`config.mk`:
```
export PLATFORM = sky130hd
export DESIGN_NAME = ram_port_arbiter
export DESIGN_NICKNAME = d
export VERILOG_FILES = /design/src/rtl/ram_port_arbiter.sv
export SDC_FILE = /design/constraint.sdc
export NUM_CORES = 1
export LEC_CHECK = 0
export ABC_AREA = 0
export CELL_PAD_IN_SITES_DETAIL_PLACEMENT = 1
export CELL_PAD_IN_SITES_GLOBAL_PLACEMENT = 2
export CORE_ASPECT_RATIO = 1.4
export CORE_MARGIN = 8
export CORE_UTILIZATION = 10
export CTS_CLUSTER_SIZE = 40
export DETAILED_ROUTE_END_ITERATION = 8
export HOLD_SLACK_MARGIN = 0.02
export PLACE_DENSITY = 0.95
export SLEW_MARGIN = 15
export SYNTH_ARGS = -nofsm -noshare
export SYNTH_HDL_FRONTEND = slang
export SYNTH_SLANG_ARGS = --single-unit
```
`constraint.sdc`:
```
create_clock -name clk -period 1.8 [get_ports clk]
set_input_delay 0.18 -clock clk [delete_from_list [all_inputs] [get_ports clk]]
set_output_delay 0.18 -clock clk [all_outputs]
set_load 0.01 [all_outputs]
```
`src/rtl/ram_port_arbiter.sv`:
```
// ram_port_arbiter
// Shares one dual_ram between two masters (m0 = core LSU, m1 = debug loader).
// The RAM read port and write port are arbitrated independently, so a read
// from one master and a write from the other can complete in the same cycle;
// only requests of the same type contend.  Each port has a 1-bit round-robin
// pointer that a master can pin to itself with its lock input.
// Read data comes back one cycle after the read grant and is routed to the
// owning master through a one-cycle rvalid pulse.  rst is asynchronous and
// active-low and is shared unchanged with the dual_ram instance.
module ram_port_arbiter #(
    parameter int DW = 32,
    parameter int AW = 12
) (
    input  logic          clk,
    input  logic          rst,

    // master 0: core load/store unit
    input  logic          m0_req,
    input  logic          m0_we,
    input  logic          m0_lock,
    input  logic [AW-1:0] m0_addr,
    input  logic [DW-1:0] m0_wdata,
    output logic          m0_gnt,
    output logic          m0_rvalid,
    output logic [DW-1:0] m0_rdata,

    // master 1: debug / download loader
    input  logic          m1_req,
    input  logic          m1_we,
    input  logic          m1_lock,
    input  logic [AW-1:0] m1_addr,
    input  logic [DW-1:0] m1_wdata,
    output logic          m1_gnt,
    output logic          m1_rvalid,
    output logic [DW-1:0] m1_rdata,

    // dual_ram write port
    output logic          ram_wen,
    output logic [AW-1:0] ram_w_addr,
    output logic [DW-1:0] ram_w_data,

    // dual_ram read port
    output logic          ram_ren,
    output logic [AW-1:0] ram_r_addr,
    input  logic [DW-1:0] ram_r_data
);

    // Per-port request decode.  Requests are masked while reset is asserted
    // so that no grant (and hence no RAM strobe) can escape during reset.
    logic w_rd_req0;
    logic w_rd_req1;
    logic w_wr_req0;
    logic w_wr_req1;

    // Per-port grants and winner identity (0 = m0, 1 = m1).
    logic w_rd_gnt0;
    logic w_rd_gnt1;
    logic w_wr_gnt0;
    logic w_wr_gnt1;
    logic w_rd_any;
    logic w_wr_any;
    logic w_rd_win;
    logic w_wr_win;
    logic w_rd_win_lock;
    logic w_wr_win_lock;
    logic w_rd_pri_nxt;
    logic w_wr_pri_nxt;

    // Arbitration state.
    logic r_rd_pri;
    logic r_wr_pri;
    logic r_rd_owner;
    logic r_rvalid;

    // Two-way grant: the pointer only matters when both masters contend.
    function automatic logic [1:0] arb_grant(input logic req0,
                                             input logic req1,
                                             input logic pri);
        logic [1:0] g;
        g[0] = req0 & (~req1 | ~pri);
        g[1] = req1 & (~req0 |  pri);
        return g;
    endfunction

    // Pointer after a grant: stay with a locking winner, else hand over.
    function automatic logic next_pri(input logic win, input logic lock);
        return lock ? win : ~win;
    endfunction

    // Split the incoming requests into read and write requests.
    always_comb begin
        w_rd_req0 = rst & m0_req & ~m0_we;
        w_rd_req1 = rst & m1_req & ~m1_we;
        w_wr_req0 = rst & m0_req &  m0_we;
        w_wr_req1 = rst & m1_req &  m1_we;
    end

    // Independent read and write arbiters plus next-pointer computation.
    always_comb begin
        {w_rd_gnt1, w_rd_gnt0} = arb_grant(w_rd_req0, w_rd_req1, r_rd_pri);
        {w_wr_gnt1, w_wr_gnt0} = arb_grant(w_wr_req0, w_wr_req1, r_wr_pri);

        w_rd_any = w_rd_gnt0 | w_rd_gnt1;
        w_wr_any = w_wr_gnt0 | w_wr_gnt1;
        w_rd_win = w_rd_gnt1;
        w_wr_win = w_wr_gnt1;

        w_rd_win_lock = w_rd_win ? m1_lock : m0_lock;
        w_wr_win_lock = w_wr_win ? m1_lock : m0_lock;

        w_rd_pri_nxt = w_rd_any ? next_pri(w_rd_win, w_rd_win_lock) : r_rd_pri;
        w_wr_pri_nxt = w_wr_any ? next_pri(w_wr_win, w_wr_win_lock) : r_wr_pri;
    end

    // A master is granted when it wins whichever port its request targets.
    always_comb begin
        m0_gnt = w_rd_gnt0 | w_wr_gnt0;
        m1_gnt = w_rd_gnt1 | w_wr_gnt1;
    end

    // Write port mux: winner's address/data, zero when idle.
    always_comb begin
        ram_wen    = w_wr_any;
        ram_w_addr = '0;
        ram_w_data = '0;
        if (w_wr_gnt0) begin
            ram_w_addr = m0_addr;
            ram_w_data = m0_wdata;
        end else if (w_wr_gnt1) begin
            ram_w_addr = m1_addr;
            ram_w_data = m1_wdata;
        end
    end

    // Read port mux: winner's address, zero when idle.
    always_comb begin
        ram_ren    = w_rd_any;
        ram_r_addr = '0;
        if (w_rd_gnt0) begin
            ram_r_addr = m0_addr;
        end else if (w_rd_gnt1) begin
            ram_r_addr = m1_addr;
        end
    end

    // Priority pointers advance only on ports that granted this cycle.
    always_ff @(posedge clk or negedge rst) begin
        if (!rst) begin
            r_rd_pri <= 1'b0;
            r_wr_pri <= 1'b0;
        end else begin
            r_rd_pri <= w_rd_pri_nxt;
            r_wr_pri <= w_wr_pri_nxt;
        end
    end

    // Remember who owns the read in flight; rvalid pulses for one cycle.
    always_ff @(posedge clk or negedge rst) begin
        if (!rst) begin
            r_rd_owner <= 1'b0;
            r_rvalid   <= 1'b0;
        end else begin
            r_rvalid <= w_rd_any;
            if (w_rd_any) begin
                r_rd_owner <= w_rd_win;
            end
        end
    end

    // Response routing: data is broadcast, rvalid qualifies the owner.
    always_comb begin
        m0_rvalid = r_rvalid & ~r_rd_owner;
        m1_rvalid = r_rvalid &  r_rd_owner;
        m0_rdata  = ram_r_data;
        m1_rdata  = ram_r_data;
    end

endmodule

```
==> results of run 1 <==
## cell usage after synthesis, types with 2 or more instances
master,count
buf_4,68
a22o_1,56
buf_6,6
buf_2,4
dfrtp_1,4
nand3b_1,3
a21oi_1,2
nand2_1,2
nand3_1,2
nor2b_1,2
## power groups by stage
stage	registers, mW	clock network (mW)	logic (mW)
3_3_place_gp	0.120	0	0.624
3_5_place_dp	0.121	0	0.642
6_report	0.115	0.357	0.660
4_1_cts	0.116	0.360	0.665
5_1_grt	0.116	0.363	0.706
2_1_floorplan	0.118	0	0.342
## path summary, 6_finish.rpt
path / to / slack (ns) / cells past startpoint
setup / recovery: ram_w_data[31] / -0.04 / 5
hold / removal: r_rd_pri / 0.27 / 3
setup reg to reg: r_wr_pri / 0.81 / 5
hold reg to reg: r_rd_owner / 0.55 / 2
max in group asynchronous: r_rvalid / 1.39 / 3
min in group clk: m0_rdata[19] / 0.36 / 0
## area by class of cell
| cell class | instances | area (sq um) | area share |
|---|---|---|---|
| Clock buffer | 3 | 75.07 | 0.02528 |
| Timing Repair Buffer | 191 | 1817 | 0.6119 |
| Multi-Input combinational cell | 86 | 742.0 | 0.2499 |
| Inverter | 1 | 3.754 | 0.001264 |
| Sequential cell | 4 | 100.1 | 0.03371 |
| Tap cell | 185 | 231.5 | 0.07796 |
## cell families after synthesis
| family | count (synthesis) |
|---|---|
| mux | 1 |
| buf+inv | 79 |
| compound gates | 68 |
| flops | 4 |
| simple gates | 17 |
## per-layer routing
metal  track usage  vias to the layer above  wire [microns]
li1              -                      809               -
met1       0.07722                      853            3028
met2        0.1875                      117            4941
met3       0.03201                       52            1003
met4       0.05208                        4             490
met5             0                        -              18
## worst max-delay path, delay by kind of cell (launching register included)
kind / cells / cell delay, ns
buffers and inverters: 3 / 0.42
AO/OA/AOI/OAI: 2 / 0.63
flip-flops: 1 / 0.37
## per-stage QoR
| step | total power, mW | instances |
|---|---|---|
| floorplan | 0.4604 | 169 |
| global placement | 0.7432 | 450 |
| detailed placement | 0.7633 | 450 |
| CTS | 1.141 | 466 |
| global route | 1.185 | 470 |
| finish | 1.133 | 470 |
## timing repair
action,CTS,global route
endpoints found under the hold margin,0,0
setup endpoints to repair,60,40
pin swaps,4,16
resized for setup,157,56
buffers inserted,8,5
gates cloned,5,1
## flip-flops by register name (all words and copies together) (netlist names)
register / cells
r_rd_owner: 1
r_rd_pri: 1
r_rvalid: 1
r_wr_pri: 1
==> reports/metrics.csv, run 1 <==
stage,metric,value,unit
setup_path,Worst Setup End Kind,output port,
clock_tree,CTS Hold Bufs,0,
timing,final hold slack,0.2673,ns
setup_path,CP Class,flip-flop to output port,
power_and_ir_drop,part of the power in combinational logic,0.583,
power_and_ir_drop,Leakage Power,1.357,nW
setup_path,crit path max fanout,7,
timing,final slew viol count,0,
synthesis,"EDFF count, synth",0,
global_routing,initial antenna violation count,2,
die,# rows,51,
synthesis,distinct cell type count of the synthesized netlist,30,
routing,vias,1835,
synthesis,Yosys warning total,0,
synthesis,mux cell area share after synthesis,0.007086,
layout,"most common cell after layout, fill and taps aside",clkdlybuf4s50_1,
timing,Slew @ Worst Pin,0.2899,ns
setup_path,"Critical Path, Cell by Cell","o2111a_2, buf_12, buf_16, a22o_4, buf_6",
timing,post-route setup slack,-0.03884,ns
power_and_ir_drop,Power per Cell Area,381.5,mW/mm^2
routing,Post-Route WL,9.482,mm
clock_tree,clk sinks,4,
die,IO Count,254,
clock_tree,H-tree depth,1,
layout,P&R area growth vs syn,110.2,%
power_and_ir_drop,Net Sw Frac,0.2953,
status,failing checks,setup timing,
run,MaxCap Viol Count,0,
synthesis,Post-Syn Area per Cell,8.359,sq um
routing,Initial DRT Pass Iterations,4,
timing,setup_tns,-0.2454,ns
layout,most frequent cells in the layout,"92 x clkdlybuf4s50_1, 54 x a22o_1, 22 x buf_2",
power_and_ir_drop,switching power,0.3345,mW
layout,layout filler cell count,1652,
status,status,"complete, but fails checks",
layout,antenna diode count,0,
setup_path,CP required,1.62,ns
timing,Tcrit/Tclk final,1.022,
synthesis,simple-gate share of the synthesized area,0.07529,
setup_path,arrival time worst endpoint,1.66,ns
synthesis,#FFs+latches synth,4,
placed_design,pre-CTS worst setup slack,-0.5476,ns
placed_design,gpl congestion,0.8026,
synthesis,ys async rst share,1.000,
layout,Final Util,0.2144,
setup_path,Critical Path Source Type,flip-flop,
synthesis,Gate Count Post-Synth,169,
synthesis,Synth Area in Adders,0,
setup_path,Critical-path top delay cell,o2111a_2,
synthesis,syn_nets,297,
synthesis,ys flop type,dfrtp_1,
clock_tree,Clock Latency Late Sink,0.23,ns
power_and_ir_drop,register share of total power,0.101,
routing,DR iter-0 viols,65,
synthesis,post-synth top area cell,buf_4,
layout,fin area,0.002969,sq mm
setup_path,launch point of the worst reg-to-reg path,r_wr_pri,
synthesis,synth top area cells,"buf_4 36%, a22o_1 35%, dfrtp_1 7.1%",
clock_tree,root buffer cell,clkbuf_16,
timing,Hold Fails Final Rpt,0,
min_path,worst hold path type,primary input to async pin,
die,DIE HEIGHT,156.6,microns
global_routing,vias in the first global route,2159,
routing,WL per Instance,20.17,microns
die,Core Area,0.01385,sq mm
global_routing,largest net degree at the start of global routing,17,
routing,Detail Route Antenna Nets,0,
global_routing,first-pass GRT wire length,12.92,mm
timing,post-layout minimum cycle time,1.839,ns
setup_path,CP startpoint,r_wr_pri,
clock_tree,clock transition at the registers of the reported paths,0.03,ns
setup_path,CP peak stage delay,0.38,ns
timing,clock skew,0.002663,ns
routing,DRC,0,
synthesis,main combinational cell family by area after synthesis,buffers and inverters,
placed_design,placed inst area,0.002809,sq mm
power_and_ir_drop,Worst VDD drop,0.0004277,V
synthesis,Synth top area share,0.3614,
synthesis,Synth Area in Compound Gates,0.4207,
global_routing,total gr overflow,0,
placed_design,PortBufs,157,
die,die area,0.01824,sq mm
power_and_ir_drop,Int Power,0.7982,mW
layout,layout cells sized above 1,0.3263,
clock_tree,CTS tree,done,
placed_design,DP Wirelength,7.162,mm
timing,Slew HR,0.8067,
synthesis,xor and xnor area share after synthesis,0,
synthesis,sequential-to-total area share from yosys stat,0.07086,
timing,endpoints failing setup,17,
global_routing,GRT Overall Usage,0.09439,
timing,RSZ-0062 raised after global routing,yes,
layout,fin nets,415,
power_and_ir_drop,clock network power share,0.316,
die,Starting Density,0.1020,
timing,Fmax,0.5438,GHz
synthesis,Post-Syn Area,0.001413,sq mm
die,die span in x,116.5,microns
clock_tree,largest buffer count on any clock path,2,
clock_tree,Num CTS Buffers,3,
routing,vias per cell,3.904,
No activity file was read; power rests on OpenSTA's default activity.
==> run 2, diff against run 1 <==
--- a/config.mk
+++ b/config.mk
@@ -6,6 +6,7 @@
 export NUM_CORES = 1
 export LEC_CHECK = 0
 export ABC_AREA = 0
+export CAP_MARGIN = 20
 export CELL_PAD_IN_SITES_DETAIL_PLACEMENT = 1
 export CELL_PAD_IN_SITES_GLOBAL_PLACEMENT = 2
 export CORE_ASPECT_RATIO = 1.4
==> results of run 2 <==
Final layout, timing and power as in run 1 (identical DEF).
